$ cat config.mk
export PLATFORM = sky130hd
export DESIGN_NAME = gate_truth_table_sequencer
export DESIGN_NICKNAME = d
export VERILOG_FILES = /design/src/rtl/gate_truth_table_sequencer.sv
export SDC_FILE = /design/constraint.sdc
export NUM_CORES = 1
export LEC_CHECK = 0
export BUFFER_PORTS_ARGS = -buffer_cell sky130_fd_sc_hd__buf_4
export CELL_PAD_IN_SITES_DETAIL_PLACEMENT = 1
export CELL_PAD_IN_SITES_GLOBAL_PLACEMENT = 2
export CORE_ASPECT_RATIO = 0.5
export CORE_MARGIN = 2
export CORE_UTILIZATION = 30
export CTS_BUF_LIST = sky130_fd_sc_hd__clkbuf_4 sky130_fd_sc_hd__clkbuf_8
export CTS_CLUSTER_DIAMETER = 40
export DETAILED_ROUTE_END_ITERATION = 10
export GPL_TIMING_DRIVEN = 0
export HOLD_SLACK_MARGIN = 0.05
export PLACE_DENSITY_LB_ADDON = 0.3
export SLEW_MARGIN = 5
export SYNTH_ARGS = -nofsm -noshare
export SYNTH_HDL_FRONTEND = slang
export SYNTH_SLANG_ARGS = --single-unit
$ cat constraint.sdc
create_clock -name clk -period 2.35 [get_ports clk]
set_input_delay 0.5875 -clock clk [delete_from_list [all_inputs] [get_ports clk]]
set_output_delay 0.5875 -clock clk [all_outputs]
set_load 0.05 [all_outputs]
$ cat src/rtl/gate_truth_table_sequencer.sv
// Truth-table exerciser for a small combinational gate: sweeps every input
// vector, lets it settle, samples the gate output and scores it against an
// expected table. Reports observed table, mismatch count, first failing
// vector and an overall pass flag.
module gate_truth_table_sequencer #(
   parameter int unsigned              N_IN       = 2,
   parameter int unsigned              SETTLE_CYC = 2,
   parameter logic [(1<<N_IN)-1:0]     EXPECT     = 4'b1110
) (
   input  logic                   clk,
   input  logic                   rst,
   input  logic                   start,
   output logic [N_IN-1:0]        dut_in,
   input  logic                   dut_out,
   output logic                   busy,
   output logic                   done,
   output logic                   pass,
   output logic [N_IN:0]          fail_count,
   output logic [N_IN-1:0]        first_fail_idx,
   output logic [(1<<N_IN)-1:0]   obs_table
);

   localparam int unsigned      CW         = (SETTLE_CYC > 1) ? $clog2(SETTLE_CYC) : 1;
   localparam logic [CW-1:0]    CNT_RELOAD = CW'(SETTLE_CYC - 1);
   localparam logic [N_IN-1:0]  LAST_VEC   = '1;

   typedef enum logic [1:0] {
      S_IDLE,
      S_SETTLE,
      S_SAMPLE,
      S_DONE
   } state_e;

   state_e                  state_q, state_d;
   logic [N_IN-1:0]         vec_q, vec_d;
   logic [CW-1:0]           cnt_q, cnt_d;
   logic [N_IN-1:0]         din_q, din_d;
   logic                    busy_q, busy_d;
   logic                    done_q, done_d;
   logic                    pass_q, pass_d;
   logic [N_IN:0]           fail_q, fail_d;
   logic [N_IN-1:0]         first_q, first_d;
   logic [(1<<N_IN)-1:0]    obs_q, obs_d;

   // State and result registers; reset aborts any sweep without a done pulse.
   always_ff @(posedge clk or posedge rst) begin
      if (rst) begin
         state_q <= S_IDLE;
         vec_q   <= '0;
         cnt_q   <= '0;
         din_q   <= '0;
         busy_q  <= 1'b0;
         done_q  <= 1'b0;
         pass_q  <= 1'b0;
         fail_q  <= '0;
         first_q <= '0;
         obs_q   <= '0;
      end else begin
         state_q <= state_d;
         vec_q   <= vec_d;
         cnt_q   <= cnt_d;
         din_q   <= din_d;
         busy_q  <= busy_d;
         done_q  <= done_d;
         pass_q  <= pass_d;
         fail_q  <= fail_d;
         first_q <= first_d;
         obs_q   <= obs_d;
      end
   end

   // Next-state and result update; everything holds unless the state acts on it.
   always_comb begin
      state_d = state_q;
      vec_d   = vec_q;
      cnt_d   = cnt_q;
      din_d   = din_q;
      busy_d  = busy_q;
      done_d  = 1'b0;
      pass_d  = pass_q;
      fail_d  = fail_q;
      first_d = first_q;
      obs_d   = obs_q;

      case (state_q)
         S_IDLE: begin
            if (start) begin
               obs_d   = '0;
               fail_d  = '0;
               first_d = '0;
               pass_d  = 1'b0;
               vec_d   = '0;
               din_d   = '0;
               cnt_d   = CNT_RELOAD;
               busy_d  = 1'b1;
               state_d = S_SETTLE;
            end
         end

         S_SETTLE: begin
            if (cnt_q != '0) begin
               cnt_d = cnt_q - 1'b1;
            end else begin
               state_d = S_SAMPLE;
            end
         end

         S_SAMPLE: begin
            obs_d[vec_q] = dut_out;
            if (dut_out != EXPECT[vec_q]) begin
               fail_d = fail_q + 1'b1;
               if (fail_q == '0) begin
                  first_d = vec_q;
               end
            end
            if (vec_q != LAST_VEC) begin
               vec_d   = vec_q + 1'b1;
               din_d   = vec_q + 1'b1;
               cnt_d   = CNT_RELOAD;
               state_d = S_SETTLE;
            end else begin
               // Verdict is registered alongside done so both are valid in the
               // same cycle, and it includes this final sample's outcome.
               busy_d  = 1'b0;
               done_d  = 1'b1;
               pass_d  = (fail_d == '0);
               state_d = S_DONE;
            end
         end

         S_DONE: begin
            state_d = S_IDLE;
         end

         default: begin
            state_d = S_IDLE;
         end
      endcase
   end

   assign dut_in         = din_q;
   assign busy           = busy_q;
   assign done           = done_q;
   assign pass           = pass_q;
   assign fail_count     = fail_q;
   assign first_fail_idx = first_q;
   assign obs_table      = obs_q;

endmodule

==> results of run 1 <==
## worst min-delay path by stage
stage / from / end / cells past startpoint
final: rst / state_q[0] / 2
after global routing: rst / state_q[0] / 2
after CTS: rst / obs_table[0] / 2
after detailed placement: cnt_q / state_q[1] / 1
after global placement: cnt_q / state_q[1] / 1
after floorplan: cnt_q / state_q[1] / 1
## sequential cells by signal (all words and copies together), names as in the netlist
name,count
pass,1
fail_count,3
busy,1
obs_table,4
done,1
cnt_q,1
state_q,2
dut_in,2
first_fail_idx,2
## per-layer routing
layer	wire, um	track usage (%)	vias up
met5	0	0	-
met4	0	4.444	0
met3	98	4.664	0
met2	989	22.19	16
met1	1143	17.39	389
li1	-	-	357
## cells by family after synthesis
| logic type | count (synthesis) | share of synthesized area (%) |
|---|---|---|
| muxes | 8 | 9.414 |
| and+or+nand+nor | 22 | 12.34 |
| AOI/OAI and AO/OA | 22 | 16.92 |
| adders and majority gates | 7 | 8.905 |
| buffers and inverters | 13 | 6.616 |
| xor gates and xnor gates | 2 | 2.545 |
| DFF | 17 | 43.26 |
## power by group through the flow
stage,registers (mW),clock network [mW],logic (mW)
6_report,0.491,0.239,0.954
5_1_grt,0.511,0.264,1.04
4_1_cts,0.494,0.247,0.963
3_5_place_dp,0.500,0,0.958
3_3_place_gp,0.494,0,0.955
2_1_floorplan,0.713,0,0.480
## synth_stat cells, drive strengths merged
| cell type | n |
|---|---|
| inv | 8 |
| nor2 | 7 |
| a21oi | 2 |
| clkinv | 1 |
| or2 | 3 |
| mux2i | 1 |
| nor4 | 1 |
| xor2 | 1 |
| dfrtp | 17 |
| nand2 | 6 |
| nor3 | 1 |
| nand2b | 2 |
| o31ai | 1 |
| ha | 7 |
| o21ai | 6 |
| a31oi | 1 |
| nor2b | 2 |
| xnor2 | 1 |
| mux2 | 7 |
| a22o | 10 |
| a221o | 2 |
| buf | 4 |
## critical path, stage by stage, from the launching register on
cell and delay [ns]:
dfrtp_1 0.46, inv_1 0.13, ha_1 0.25, xor2_2 0.37, or2_4 0.21, mux2_4 0.29
a22o_1 0.17
## final cells by class
cell class / count / share of cell area, %
Timing Repair Buffer: 17 / 10.55
Multi-Input combinational cell: 61 / 40.74
Tap cell: 40 / 4.137
Sequential cell: 17 / 35.16
Clock buffer: 4 / 4.033
Inverter: 9 / 3.826
Buffer: 4 / 1.551
## stage by stage
stage | hold slack, ns | utilization, % | instance area [sq um] | cells
floorplan | 0.4671 | - | 983.4 | 91
global placement | 0.4993 | 37.88 | 1161 | 148
detailed placement | 0.5034 | 37.88 | 1161 | 148
CTS | 0.4701 | 39.47 | 1210 | 152
global route | 0.4964 | 39.47 | 1210 | 152
finish | 0.4363 | 39.47 | 1210 | 152
==> impl_metrics.csv, run 1 <==
group,metric,value,unit
die,die_area,0.003780,sq mm
power_and_ir_drop,p_leak,0.5853,nW
die,die_w,84.97,um
die,fp-row-count,14,
timing,finalCritPeriodShare,84.32,%
worst_setup_path,r2r_end,"fail_count[2]",
timing,maxSlewHeadroom,54.17,%
die,die_h,44.49,um
detailed_routing,wl_per_cell,14.67,um
synthesis,synth.distinct_cells,27,
final_layout,finalNetCount,124,
worst_setup_path,r2r-start,"dut_in[0]",
timing,setup_ws,0.3684,ns
placed_design,place_hpwl,1625,um
detailed_routing,first_iter_violations,24,
grt,grt_max_degree,18,
timing,worst_pin_slew,0.6867,ns
power_and_ir_drop,switching_share,48.75,%
die,ios,18,
grt,grt_pass1_vias,810,
synthesis,yosys.area.top_type_share,43.26,%
die,initial_core_util,32.08,%
worst_setup_path,worst_r2r_path_depth,6,
grt,grt_usage,13.64,%
timing,timing.setup.tns,0,ns
power_and_ir_drop,ir_drop,542.7,uV
detailed_routing,routed_wl,2230,um
timing,skew,0.003760,ns
clock_tree,clk_pin_slew_worst_paths,0.07,ns
worst_hold_path,hold_path_class,"in2async",
clock_tree,post_cts.repair.setup_buffers,0,
worst_setup_path,cp-startpoint,"dut_in[0]",
power_and_ir_drop,internal_power,863.2,uW
clock_tree,clock-sinks,17,
clock_tree,ctsHtreeMaxLevel,1,
power_and_ir_drop,switching_power,821.2,uW
clock_tree,cts_resized,0,
final_layout,fillerInstances,356,
grt,grt_antenna_before_repair,0,
status,status,"complete, no violations",
worst_setup_path,required,2.50,ns
worst_setup_path,crit_path_end_kind,"flip-flop",
final_layout,layout-drive-gt1-share,31.25,%
synthesis,yosys_warnings,0,
placed_design,io_buffers,17,
synthesis,synth_nets,102,
clock_tree,cts_tree,"yes",
power_and_ir_drop,comb_power_share,56.6,%
timing,max_freq,504.7,MHz
synthesis,synth_area,983.4,sq um
power_and_ir_drop,power_frac_seq,29.2,%
synthesis,ys_ff_latch,17,
synthesis,avgSynthCellArea,10.81,sq um
timing,hold_violations,0,
worst_setup_path,ff2ff_setup_slack,0.37,ns
final_layout,multi_input_area,493.0,sq um
grt,grt_overflow,0,
clock_tree,cts_hold_buf,0,
final_layout,mostFrequentLayoutCells,"dfrtp_1, buf_4, a22o_1, inv_1",
worst_setup_path,crit_type,"reg2reg",
detailed_routing,route.vias.total,762,
timing,rsz0062_at_grt,"no",
grt,grt_pass1_wl,3884,um
worst_setup_path,endpoint,"fail_count[2]",
detailed_routing,drc,0,
timing,setup_viol,0,
placed_design,pre_cts_ws,0.3394,ns
clock_tree,clk_path_buf_depth,2,
final_layout,ff_latch_area,425.4,sq um
power_and_ir_drop,p_total,1.684,mW
placed_design,globalplace.congestion,0.7615,
die,core_area,0.003065,sq mm
worst_setup_path,arrival,2.13,ns
job,maxCapViolations,0,
worst_setup_path,worstSetupStartpointType,"flip-flop",
synthesis,yosys.area.top_type,"dfrtp_1",
power_and_ir_drop,pwr_density_cell,1392,mW/mm^2
worst_setup_path,crit_fanout,7,
detailed_routing,final_antenna_net_count,0,
synthesis,yosysSeqAreaShare,43.26,%
detailed_routing,viasPerCell,5.013,
timing,final_max_slew_viol_count,0,
detailed_routing,dr.pass1.iters,3,
synthesis,yosys-top-cells-area,"dfrtp_1, a22o_1, ha_1",
power_and_ir_drop,power_frac_clock,14.2,%
timing,min_period,1.982,ns
synthesis,synthCells,91,
clock_tree,cts-root-buf,"clkbuf_8",
clock_tree,cts_buffers,3,
final_layout,diodes,0,
clock_tree,clk_latency,0.26,ns
final_layout,syn_to_final_growth,23.03,%
Note: power is estimated with default switching activity, not from simulation.
==> run 2: changes to the inputs <==
==> constraint.sdc (replaced) <==
create_clock -name clk -period 1.9 [get_ports clk]
set_input_delay 0.475 -clock clk [delete_from_list [all_inputs] [get_ports clk]]
set_output_delay 0.475 -clock clk [all_outputs]
set_load 0.05 [all_outputs]
==> impl_metrics.csv, run 2 (synthesis gave the netlist of run 1 again) <==
group,metric,value,unit
timing,maxSlewHeadroom,54.09,%
power_and_ir_drop,p_leak,0.5858,nW
die,die_area,0.003780,sq mm
placed_design,dp.cells,148,
worst_setup_path,required,2.05,ns
timing,max_freq,553.5,MHz
die,ios,18,
timing,rsz0062_at_grt,"no",
grt,grt_max_degree,18,
timing,final_max_slew_viol_count,0,
worst_setup_path,r2r-start,"dut_in[0]",
detailed_routing,routed_wl,2240,um
worst_setup_path,ff2ff_setup_slack,0.09,ns
grt,grt_pass1_wl,3808,um
placed_design,place_hpwl,1591,um
grt,grt_antenna_before_repair,0,
final_layout,final_common_cell,"buf_4",
final_layout,largest_reg_flops,4,
worst_setup_path,r2r_end,"fail_count[2]",
clock_tree,cts_hold_buf,0,
power_and_ir_drop,pwr_density_cell,1737,mW/mm^2
final_layout,layout-drive-gt1-share,35.71,%
grt,met3_usage,4.664,%
die,die_w,84.97,um
worst_setup_path,worstSetupStartpointType,"flip-flop",
power_and_ir_drop,p_total,2.147,mW
clock_tree,clk_path_buf_depth,2,
grt,busiest_layer,"met2",
timing,timing.setup.tns,0,ns
status,status,"complete, no violations",
worst_setup_path,crit_path_end_kind,"flip-flop",
timing,hold_violations,0,
worst_setup_path,arrival,1.96,ns
worst_setup_path,cp-startpoint,"dut_in[0]",
final_layout,mostFrequentLayoutCells,"buf_4, dfrtp_1, a22o_1, nor2_1",
die,core_area,0.003065,sq mm
die,initial_core_util,32.08,%
die,fp-row-count,14,
power_and_ir_drop,power_frac_clock,13.8,%
placed_design,globalplace.congestion,0.7596,
clock_tree,cts_tree,"yes",
final_layout,finalNetCount,124,
grt,grt_usage,13.43,%
detailed_routing,final_antenna_net_count,0,
clock_tree,clk_pin_slew_worst_paths,0.07,ns
final_layout,syn_to_final_growth,25.70,%
detailed_routing,viasPerCell,4.770,
clock_tree,clock-sinks,17,
timing,worst_pin_slew,0.6880,ns
power_and_ir_drop,switching_power,1.041,mW
worst_setup_path,worst_r2r_path_depth,6,
worst_hold_path,hold_path_class,"in2async",
final_layout,diodes,0,
clock_tree,cts-root-buf,"clkbuf_8",
die,die_h,44.49,um
grt,grt_use_met1,18.29,%
detailed_routing,drc,0,
power_and_ir_drop,ir_drop,629.7,uV
final_layout,fillerInstances,344,
timing,min_period,1.807,ns
power_and_ir_drop,power_frac_seq,28.4,%
detailed_routing,route.vias.total,725,
detailed_routing,first_iter_violations,32,
detailed_routing,wl_per_cell,14.74,um
placed_design,io_buffers,17,
clock_tree,cts_buffers,3,
power_and_ir_drop,internal_power,1.105,mW
clock_tree,clk_latency,0.26,ns
worst_setup_path,crit_fanout,7,
power_and_ir_drop,comb_power_share,57.8,%
grt,grt_pass1_vias,767,
grt,use_met2,20.94,%
power_and_ir_drop,switching_share,48.52,%
grt,grt_overflow,0,
clock_tree,post_cts.repair.setup_buffers,0,
final_layout,finalNonFillerCells,152,
timing,finalCritPeriodShare,95.08,%
timing,skew,0.004929,ns
clock_tree,ctsHtreeMaxLevel,1,
job,maxCapViolations,0,
worst_setup_path,crit_type,"reg2reg",
timing,setup_viol,0,
detailed_routing,dr.pass1.iters,3,
## run 2: cell counts in the layout (fill, tap and decap cells not counted)
Identical to the previous run, type by type.
## run 2: area by class of cell
type | instances | area [sq um] | share of cell area (%)
multi-input combinational | 61 | 516.7 | 41.80
sequential | 17 | 427.9 | 34.62
timing repair buffer | 17 | 127.6 | 10.32
tap | 40 | 50.05 | 4.049
clock buffer | 4 | 48.80 | 3.947
inverter | 9 | 46.29 | 3.745
buffer | 4 | 18.77 | 1.518
## run 2: critical path, cell delays in order (launching register included)
cell     delay [ns]
dfrtp_2        0.46
inv_2          0.13
ha_4           0.18
xor2_4         0.27
or2_4          0.19
mux2_4         0.29
a22o_1         0.18
## run 2: routing by layer
layer	up-vias	wire, um
met5	-	0
met4	0	0
met1	352	1196
met2	16	954
met3	0	89
li1	357	-
## run 2: how the worst max path moves through the flow
stage	endpoint	slack, ns	depth (start not counted)
2_1_floorplan	fail_count[2]	0.02	6
3_3_place_gp	fail_count[2]	0.02	6
3_5_place_dp	fail_count[2]	-0.02	6
4_1_cts	fail_count[2]	0.05	6
5_1_grt	first_fail_idx[0]	0.01	6
6_report	fail_count[2]	0.09	6
## run 2: power by group through the flow
stage / Clock [mW] / Sequential, mW / Combinational, mW
6_report: 0.296 / 0.610 / 1.24
5_1_grt: 0.318 / 0.634 / 1.35
4_1_cts: 0.305 / 0.613 / 1.22
3_5_place_dp: 0 / 0.620 / 1.19
3_3_place_gp: 0 / 0.616 / 1.19
2_1_floorplan: 0 / 0.888 / 0.594
## run 2: metrics by stage
step                      worst slack (ns)  cell area (sq um)  util [%]  hold WS (ns)
after global placement             0.02492               1166     38.04        0.5018
after detailed placement          -0.02138               1166     38.04        0.5071
after global routing               0.01229               1236     40.33        0.3833
after floorplan                    0.01591              988.4         -        0.4009
after CTS                          0.05310               1226     40.00        0.3530
final                              0.09342               1236     40.33        0.3231
## run 2: timing repair
| item | in CTS | in global routing |
|---|---|---|
| gates resized for setup | 1 | 1 |
| setup endpoints to repair | 1 | 1 |
| pin swaps | 0 | 1 |
==> run 3: changes to the inputs <==
--- a/config.mk
+++ b/config.mk
@@ -15,9 +15,11 @@
 export CTS_CLUSTER_DIAMETER = 40
 export DETAILED_ROUTE_END_ITERATION = 10
 export GPL_TIMING_DRIVEN = 0
-export HOLD_SLACK_MARGIN = 0.05
+export HOLD_SLACK_MARGIN = 0.06
 export PLACE_DENSITY_LB_ADDON = 0.3
+export SETUP_SLACK_MARGIN = 0.4
 export SLEW_MARGIN = 5
 export SYNTH_ARGS = -nofsm -noshare
 export SYNTH_HDL_FRONTEND = slang
 export SYNTH_SLANG_ARGS = --single-unit
+export TNS_END_PERCENT = 1
==> impl_metrics.csv, run 3 (synthesis gave the netlist of run 1 again) <==
group,metric,value,unit
clock_tree,clk_path_buf_depth,2,
grt,grt_max_degree,18,
die,die_h,44.49,um
final_layout,syn_to_final_growth,33.84,%
worst_setup_path,arrival,1.76,ns
detailed_routing,dr.pass1.iters,4,
final_layout,layout-drive-gt1-share,44.63,%
final_layout,final_common_cell,"buf_4",
final_layout,mostFrequentLayoutCells,"buf_4, dfrtp_1, a22o_1, nor2_1, ha_1",
final_layout,ff_latch_area,430.4,sq um
timing,timing.setup.tns,0,ns
die,initial_core_util,32.08,%
die,fp-row-count,14,
detailed_routing,routed_wl,2390,um
detailed_routing,drc,0,
power_and_ir_drop,switching_power,1.092,mW
grt,grt_overflow,0,
die,die_area,0.003780,sq mm
detailed_routing,wl_per_cell,14.84,um
clock_tree,cts_tree,"yes",
clock_tree,cts-root-buf,"clkbuf_8",
grt,grt_usage,13.55,%
placed_design,globalplace.congestion,0.7172,
worst_hold_path,hold_path_class,"in2async",
power_and_ir_drop,pwr_density_cell,1751,mW/mm^2
worst_setup_path,required,2.04,ns
clock_tree,clk_pin_slew_worst_paths,0.07,ns
detailed_routing,route.vias.total,785,
clock_tree,cts_buffers,3,
timing,maxSlewHeadroom,53.59,%
detailed_routing,viasPerCell,4.876,
clock_tree,cts_hold_buf,0,
final_layout,diodes,0,
timing,skew,0.004548,ns
final_layout,multi_input_area,521.8,sq um
timing,setup_viol,0,
clock_tree,ctsHtreeMaxLevel,1,
die,die_w,84.97,um
timing,final_max_slew_viol_count,0,
timing,hold_violations,0,
power_and_ir_drop,comb_power_share,61.0,%
grt,grt_pass1_wl,3774,um
timing,fin_hold_ws,0.3233,ns
status,status,"complete, no violations",
worst_setup_path,crit_type,"reg2reg",
die,core_area,0.003065,sq mm
detailed_routing,first_iter_violations,30,
timing,min_period,1.619,ns
power_and_ir_drop,power_frac_seq,25.9,%
power_and_ir_drop,power_frac_clock,13.1,%
timing,finalCritPeriodShare,85.22,%
final_layout,fillerInstances,351,
power_and_ir_drop,switching_share,47.40,%
worst_setup_path,crit_path_end_kind,"flip-flop",
worst_setup_path,worstSetupStartpointType,"flip-flop",
job,maxCapViolations,0,
placed_design,io_buffers,17,
timing,max_freq,617.6,MHz
power_and_ir_drop,p_leak,0.6277,nW
power_and_ir_drop,ir_drop,724.0,uV
timing,rsz0062_at_grt,"yes",
clock_tree,clk_latency,0.26,ns
die,ios,18,
clock_tree,clock-sinks,17,
power_and_ir_drop,internal_power,1.212,mW
final_layout,largest_reg_flops,4,
final_layout,finalNetCount,133,
placed_design,place_hpwl,1577,um
timing,worst_pin_slew,0.6953,ns
grt,grt_antenna_before_repair,0,
grt,grt_pass1_vias,811,
worst_setup_path,crit_fanout,5,
detailed_routing,final_antenna_net_count,0,
==> run 3: cell count changes in the layout (fill, tap and decap cells not counted), moves of 2 or more <==
cell	previous run	this run
buf_4	17	26
inv_4	0	2
dfrtp_2	2	4
dfrtp_1	15	13
==> run 3: per-layer routing <==
metal | global-route usage [%] | wire [um] | vias up
met2 | 22.50 | 1075 | 16
met1 | 16.70 | 1172 | 392
met4 | 5.714 | 36 | 0
met5 | 0 | 0 | -
li1 | - | - | 373
met3 | 4.291 | 107 | 4
==> run 3: worst max-delay path, cell delays in order (launching register included) <==
cell     delay, ns
dfrtp_2       0.39
inv_4         0.04
ha_4          0.16
xor2_4        0.17
nor4_4        0.35
nor2_2        0.09
a221o_1       0.29
==> run 3: power groups by stage <==
stage	clock network [mW]	registers, mW	logic, mW
2_1_floorplan	0	0.896	0.636
3_3_place_gp	0	0.626	1.23
3_5_place_dp	0	0.628	1.23
4_1_cts	0.305	0.599	1.42
5_1_grt	0.329	0.616	1.51
6_report	0.302	0.597	1.41
==> run 3: per-stage QoR <==
| stage | instances | total power, mW | util (%) | worst slack [ns] | area, sq um |
|---|---|---|---|---|---|
| CTS | 161 | 2.320 | 42.86 | 0.2874 | 1314 |
| global route | 161 | 2.457 | 42.94 | 0.2126 | 1316 |
| global placement | 148 | 1.855 | 38.90 | 0.1638 | 1192 |
| finish | 161 | 2.305 | 42.94 | 0.2808 | 1316 |
| detailed placement | 148 | 1.862 | 38.90 | 0.1492 | 1192 |
| floorplan | 91 | 1.532 | - | 0.06142 | 1015 |
==> run 3: area by class of cell <==
| class | count | share of cell area [%] |
|---|---|---|
| Multi-Input combinational cell | 61 | 39.64 |
| Sequential cell | 17 | 32.70 |
| Timing Repair Buffer | 26 | 14.83 |
| Inverter | 9 | 3.897 |
| Tap cell | 40 | 3.802 |
| Clock buffer | 4 | 3.707 |
| Buffer | 4 | 1.426 |
==> run 3: path summary, 6_finish.rpt <==
path	from	to	slack [ns]	cells after the start
min reg2reg	cnt_q	state_q[1]	0.52	1
max	dut_in[1]	first_fail_idx[1]	0.28	6
min	rst	fail_count[2]	0.32	2
min in group clk	cnt_q	state_q[1]	0.52	1
max in group asynchronous	rst	dut_in[0]	1.09	2
max reg2reg	dut_in[1]	first_fail_idx[1]	0.28	6
==> run 3: repair_timing <==
item | in CTS | in global routing
pin swaps | 5 | 3
setup buffers | 9 | 0
gates resized for setup | 3 | 1
endpoints found under the setup margin | 6 | 12
